==> src/rtl/rtc_edit_bank.sv <==
// rtc_edit_bank: nine-byte packed-BCD bank for the clock display with load port, push-button editing and commit stream.
// Optional macro RTC_EDIT_DEC_EN enables the decrement button; without it btn_dec is ignored.
module rtc_edit_bank (
    input  logic       clk,
    input  logic       reset,
    input  logic [3:0] rd_addr,
    output logic [7:0] rd_data,
    input  logic       ld_valid,
    input  logic [3:0] ld_addr,
    input  logic [7:0] ld_data,
    output logic       ld_ready,
    input  logic [1:0] edit_mode,
    input  logic [1:0] edit_pos,
    input  logic       btn_inc,
    input  logic       btn_dec,
    output logic       wr_valid,
    output logic [3:0] wr_addr,
    output logic [7:0] wr_data,
    input  logic       wr_ready,
    output logic       busy
);

    typedef enum logic [1:0] {ST_IDLE, ST_EDIT, ST_FLUSH} state_t;

    state_t     state_q, state_d;
    logic [1:0] cur_grp_q, cur_grp_d;
    logic [1:0] beat_q, beat_d;
    logic [7:0] bank_q [9];
    logic [7:0] bank_d [9];
    logic       inc_prev_q, inc_edge_q;
    logic       step_inc;
    logic [3:0] sel_addr;
    logic [3:0] flush_addr;

    // Group number of a bank position: time=3, date=2, timer=1, 0 for no position.
    function automatic logic [1:0] grp_of(input logic [3:0] a);
        if (a <= 4'd2)      return 2'd3;
        else if (a <= 4'd5) return 2'd2;
        else if (a <= 4'd8) return 2'd1;
        return 2'd0;
    endfunction

    function automatic logic [3:0] base_of(input logic [1:0] g);
        case (g)
            2'd3:    return 4'd0;
            2'd2:    return 4'd3;
            default: return 4'd6;
        endcase
    endfunction

    function automatic logic [7:0] field_min(input logic [3:0] a);
        return (a == 4'd4 || a == 4'd5) ? 8'h01 : 8'h00;
    endfunction

    function automatic logic [7:0] field_max(input logic [3:0] a);
        case (a)
            4'd2, 4'd8: return 8'h23;
            4'd3:       return 8'h99;
            4'd4:       return 8'h12;
            4'd5:       return 8'h31;
            default:    return 8'h59;
        endcase
    endfunction

    function automatic logic field_ok(input logic [3:0] a, input logic [7:0] v);
        return (v[7:4] <= 4'd9) && (v[3:0] <= 4'd9) &&
               (v >= field_min(a)) && (v <= field_max(a));
    endfunction

    function automatic logic [7:0] bcd_inc(input logic [3:0] a, input logic [7:0] v);
        if (!field_ok(a, v) || v == field_max(a)) return field_min(a);
        if (v[3:0] == 4'd9) return {v[7:4] + 4'd1, 4'd0};
        return {v[7:4], v[3:0] + 4'd1};
    endfunction

`ifdef RTC_EDIT_DEC_EN
    logic dec_prev_q, dec_edge_q;
    logic step_dec;

    function automatic logic [7:0] bcd_dec(input logic [3:0] a, input logic [7:0] v);
        if (!field_ok(a, v)) return field_min(a);
        if (v == field_min(a)) return field_max(a);
        if (v[3:0] == 4'd0) return {v[7:4] - 4'd1, 4'd9};
        return {v[7:4], v[3:0] - 4'd1};
    endfunction

    always_ff @(posedge clk) begin
        if (reset) begin
            dec_prev_q <= 1'b0;
            dec_edge_q <= 1'b0;
        end else begin
            dec_prev_q <= btn_dec;
            dec_edge_q <= btn_dec & ~dec_prev_q;
        end
    end

    // Simultaneous edges cancel.
    assign step_inc = inc_edge_q & ~dec_edge_q;
    assign step_dec = dec_edge_q & ~inc_edge_q;
`else
    logic unused_btn_dec;

    assign unused_btn_dec = btn_dec;
    assign step_inc       = inc_edge_q;
`endif

    always_ff @(posedge clk) begin
        if (reset) begin
            inc_prev_q <= 1'b0;
            inc_edge_q <= 1'b0;
        end else begin
            // NOTE: non-blocking so every flop samples pre-edge values regardless of statement order.
            inc_prev_q <= btn_inc;
            inc_edge_q <= btn_inc & ~inc_prev_q;
        end
    end

    assign sel_addr   = base_of(cur_grp_q) + 4'd3 - {2'b00, edit_pos};
    assign flush_addr = base_of(cur_grp_q) + 4'd2 - {2'b00, beat_q};

    always_comb begin
        // NOTE: every output and _d gets a default first so no path infers a latch.
        state_d   = state_q;
        cur_grp_d = cur_grp_q;
        beat_d    = beat_q;
        bank_d    = bank_q;
        ld_ready  = 1'b1;
        wr_valid  = 1'b0;
        wr_addr   = 4'd0;
        wr_data   = 8'h00;

        case (state_q)
            ST_IDLE: begin
                if (edit_mode != 2'd0) begin
                    state_d   = ST_EDIT;
                    cur_grp_d = edit_mode;
                end
            end
            ST_EDIT: begin
                ld_ready = (grp_of(ld_addr) != cur_grp_q);
                if (edit_pos != 2'd0) begin
                    if (step_inc) bank_d[sel_addr] = bcd_inc(sel_addr, bank_q[sel_addr]);
`ifdef RTC_EDIT_DEC_EN
                    else if (step_dec) bank_d[sel_addr] = bcd_dec(sel_addr, bank_q[sel_addr]);
`endif
                end
                if (edit_mode != cur_grp_q) begin
                    state_d = ST_FLUSH;
                    beat_d  = 2'd0;
                end
            end
            ST_FLUSH: begin
                ld_ready = (grp_of(ld_addr) != cur_grp_q);
                wr_valid = 1'b1;
                wr_addr  = flush_addr;
                wr_data  = bank_q[flush_addr];
                if (wr_ready) begin
                    if (beat_q == 2'd2) begin
                        beat_d = 2'd0;
                        if (edit_mode != 2'd0) begin
                            state_d   = ST_EDIT;
                            cur_grp_d = edit_mode;
                        end else begin
                            state_d = ST_IDLE;
                        end
                    end else begin
                        beat_d = beat_q + 2'd1;
                    end
                end
            end
            default: state_d = ST_IDLE;
        endcase

        // Loads never collide with edits: ld_ready is low for the group being edited.
        if (ld_valid && ld_ready && ld_addr <= 4'd8) bank_d[ld_addr] = ld_data;
    end

    always_ff @(posedge clk) begin
        if (reset) begin
            state_q   <= ST_IDLE;
            cur_grp_q <= 2'd0;
            beat_q    <= 2'd0;
            // NOTE: the bank is a handful of flops with defined power-on contents, so it is reset like any register.
            for (int i = 0; i < 9; i++) bank_q[i] <= (i == 4 || i == 5) ? 8'h01 : 8'h00;
        end else begin
            state_q   <= state_d;
            cur_grp_q <= cur_grp_d;
            beat_q    <= beat_d;
            bank_q    <= bank_d;
        end
    end

    assign rd_data = (rd_addr <= 4'd8) ? bank_q[rd_addr] : 8'h00;
    assign busy    = (state_q != ST_IDLE);

endmodule

==> config.mk <==
export PLATFORM = sky130hd
export DESIGN_NAME = rtc_edit_bank
export DESIGN_NICKNAME = d
export VERILOG_FILES = /design/src/rtl/rtc_edit_bank.sv
export SDC_FILE = /design/constraint.sdc
export NUM_CORES = 1
export LEC_CHECK = 0
export CORE_UTILIZATION = 54
export CTS_CLUSTER_SIZE = 28
export DETAILED_ROUTE_END_ITERATION = 16
export PLACE_DENSITY = 0.75
export SLEW_MARGIN = 20
export SYNTH_ARGS = -nofsm -noshare
export SYNTH_HDL_FRONTEND = slang
export SYNTH_SLANG_ARGS = --single-unit
==> constraint.sdc <==
create_clock -name clk -period 5.52 [get_ports clk]
set_input_delay 1.104 -clock clk [delete_from_list [all_inputs] [get_ports clk]]
set_output_delay 1.104 -clock clk [all_outputs]
set_load 0.01 [all_outputs]
==> impl_summary.txt <==
----------------------------------------------------
[Status]
  Outcome ... completed

[CTS]
  Number of hold buffers added after CTS ... 0
  TritonCTS clock tree ... done
  Root cell of the clock tree ... clkbuf_16
  H-Tree Depth ... 3
  Clock slew seen by the registers of the worst setup and hold paths ... 0.06 ns
  Clk sink count ... 80
  CTS Buf Count ... 9
  Maximum number of buffers from clock root to sink ... 2
  Clock latency reported for the late side of the worst-skew pair ... 0.35 ns

[Floorplan]
  Vert. Die Dim ... 111 um
  Starting density of the core ... 0.558
  Count of pins on the block boundary ... 49
  Number of placement rows ... 39
  Area inside the core boundary ... ~11,000 um2
  Die width ... 111 um
  Area enclosed by the die boundary ... about 12,000 um2

[Synth]
  Yosys warning count ... 0
  Average instance area after synthesis ... approximately 8.3 um2
  Synth unique cells ... 62
  Total standard cell area after synthesis ... 6400 um2
  Count of mapped cells out of synthesis ... between 700 and 800
  Number of synthesized register bits ... 80
  Dominant register cell in the synthesized netlist ... dfxtp_1
  Proportion of synthesized chip area in sequential cells ... 0.250
  Number of enable-type register cells in the synthesized netlist ... 0
  Proportion of synthesized flip-flops having asynchronous set or reset ... 0
  Number of nets produced by synthesis ... 826

[Routing]
  Number of routed nets with antenna violations ... 0
  Number of remaining DRC errors ... 0
  Vias per inst ... between 7 and 8
  Routed wire length per instance ... 24.2 um
  DRT Pass-1 Iters ... 6
  Total wirelength of the detailed-routed design ... 23.5 mm
  Starting DRT DRC Count ... 901
  Vias after detailed routing ... between 6,000 and 7,000

[Critical path]
  Critical-path cell with the highest stage delay ... fa_2
  Worst Path Max Fanout ... 16
  Buffers and inverters on the worst path ... 7
  Launching instance or port of the critical path ... edit_pos[1]
  Worst path arrival time ... 5.48 ns
  Largest stage delay on the critical path ... 0.61 ns
  CP endpoint kind ... register
  Worst EP required ... 5.73 ns
  Sort of element at the start of the critical path ... input port
  List of cells traversed by the critical path ... clkdlybuf4s50_1, inv_1, ha_1, ha_1, inv_1, fa_2, mux4_2, or2_1, a32oi_2, buf_4, ha_1, nand2b_1, o41ai_1, a2111oi_4, buf_6, nand4bb_1, buf_4, buf_4, o22ai_1
  Cell family with most CP delay ... buffers and inverters
  Startpoint of the most critical register-to-register path ... cur_grp_q[1]
  Critical Setup Path Class ... in2reg

[Timing]
  Final critical-path required period ... 5.27 ns
  Transition time at the pin with the least slew margin ... 1.11 ns
  Hold violation total from the final report ... 0
  Slew Limit Fails ... 0
  Slew margin rel. ... 0.252
  Number of endpoints failing setup at the final stage ... 0
  Clk_skew ... 0.00723 ns
  Post-route clock period utilization ... 0.955
  Upper clock frequency limit ... roughly 190 MHz
  Setup repair after global routing missed its margin ... yes
  Worst hold slack ... 0.395 ns

[Final layout]
  Most common library cell in the layout ignoring fill and taps ... nor2_1
  Count of fill cells added during filler insertion ... 926
  Layout overhead on the synthesized area ... 18.3%
  Layout cells sized above 1 ... 0.166
  Total area of multi-input combinational cells ... 4490 um2
  Net total in the final layout ... 876
  # diodes ... 0
  Reg area ... roughly 1600 um2
  Final standard cell area without fillers ... 7570 um2
  Highest-count cells in the layout ignoring fill and taps ... nor2_1 (96), nand2_1 (80), dfxtp_1 (80)

[Power and ir drop]
  Part of the power in registers ... 0.210
  Total design power ... 3.09 mW
  Internal power summed over all cells ... between 1.5 and 2 mW
  Switching Power ... 1.38 mW
  Fraction of power spent switching nets ... 0.449
  Comb pwr share ... 0.607
  Worst IR Drop VDD ... 0.620 mV
  Areal power density over the cells ... 408 nW/um2
  Leak Pwr ... 2.64 nW
  Proportion of power drawn by the clock network ... 0.183

[Hold path]
  Origin of the worst min-delay path ... inc_prev_q
  Hold WC Path Type ... reg2reg

[Job]
  Count of maximum capacitance violations ... 0

[Global route]
  Overall Global Routing Usage ... 0.386
  Initial antenna violation count ... 0
  Residual overflow from global routing ... 0
  Via count of the first global-routing pass ... 6,774
  Largest net degree at the start of global routing ... 45
  First-pass GRT wire length ... 36.7 mm

[Place]
  Number of port buffers ... 47
  Placed standard-cell area ... 7230 um2
  Placed wire-length estimate after detailed placement ... between 15 and 20 mm
  Final RePlAce weighted congestion ... 0.968

----------------------------------------------------
-- synthesized netlist by cell type, types with 7 or more instances --
master    instances  area share
a211oi_1         26       0.031
a21oi_1          39       0.031
a311oi_1         35       0.048
a31oi_1          10      0.0098
and2_1           10      0.0098
buf_1            13      0.0076
buf_2             7      0.0055
buf_4             7      0.0082
clkbuf_1         37       0.022
dfxtp_1          80        0.25
ha_1             24       0.047
inv_1            18       0.011
mux2_2           10       0.018
mux2i_1          30       0.047
mux4_2           38        0.13
nand2_1          80       0.047
nand2b_1         14       0.014
nand3_1          66       0.052
nand4_1          12       0.012
nor2_1           97       0.057
nor2b_1          11       0.011
o211ai_1         10       0.012
o21ai_0          24       0.019
xnor2_1           7      0.0096
-- metrics by stage --
step / utilization / setup TNS (ns) / cells / setup slack [ns]
floorplan: - / 0 / 775 / 0.0613
global placement: 0.630 / -3.55 / 956 / -0.156
detailed placement: 0.630 / -11.91 / 956 / -0.240
CTS: 0.654 / 0 / 971 / 0.0669
global route: 0.660 / -0.0196 / 972 / -0.0187
finish: 0.660 / 0 / 972 / 0.247
-- path summary, 6_finish.rpt --
check,end,slack (ns),cells after the start
worst max-delay path,bank_q[6],0.25,19
worst min-delay path,inc_edge_q,0.40,1
worst max register to register,bank_q[6],0.79,18
worst min register to register,inc_edge_q,0.40,1
-- cell type report --
cell class	count	share of cell area
clock buffers	11	0.0321
clock inverters	4	0.00413
inverters	22	0.0109
multi-input cells	609	0.594
flip-flops and latches	80	0.212
well taps	143	0.0236
repair buffers	103	0.124
-- power by group through the flow --
stage / clock network (mW) / registers, mW / logic (mW)
after global routing: 0.593 / 0.653 / 1.98
after floorplan: 0 / 0.640 / 1.09
after global placement: 0 / 0.657 / 1.70
after CTS: 0.563 / 0.648 / 1.77
after detailed placement: 0 / 0.660 / 1.76
final: 0.565 / 0.649 / 1.87
-- cells by family after synthesis --
logic type,synth area share
mux,0.200
flops,0.250
compound gates,0.198
buf+inv,0.0559
simple gates,0.235
xor+xnor,0.0110
fa+ha+maj,0.0501
-- registers in the layout (all words and copies together) (netlist names) --
signal      cells
inc_prev_q      1
bank_q         72
cur_grp_q       2
beat_q          2
inc_edge_q      1
state_q         2
-- routing by layer --
| layer | GRT usage | wire [um] | share of wire | up-vias |
|---|---|---|---|---|
| li1 | - | - | - | 3007 |
| met1 | 0.488 | 8470 | 0.36 | 3238 |
| met2 | 0.622 | 10900 | 0.46 | 567 |
| met3 | 0.0700 | 2730 | 0.12 | 133 |
| met4 | 0.218 | 1400 | 0.060 | 0 |
| met5 | 0 | 0 | 0 | - |
-- worst reg2reg max path, delay by kind of cell, from the launching register on --
kind	cells	cell delay (ns)
adder cells (fa/ha/maj)	4	1.31
AO/OA/AOI/OAI	4	0.94
buffers and inverters	5	0.82
AND/OR/NAND/NOR	4	0.63
flip-flops	1	0.59
multiplexers	1	0.30
-- repair_timing --
action                     in CTS  in global routing
hold endpoints to repair        0                  0
gates resized for setup         0                 13
buffers inserted                0                  1
setup endpoints to repair       0                 72
(Power assumes the default switching activity.)
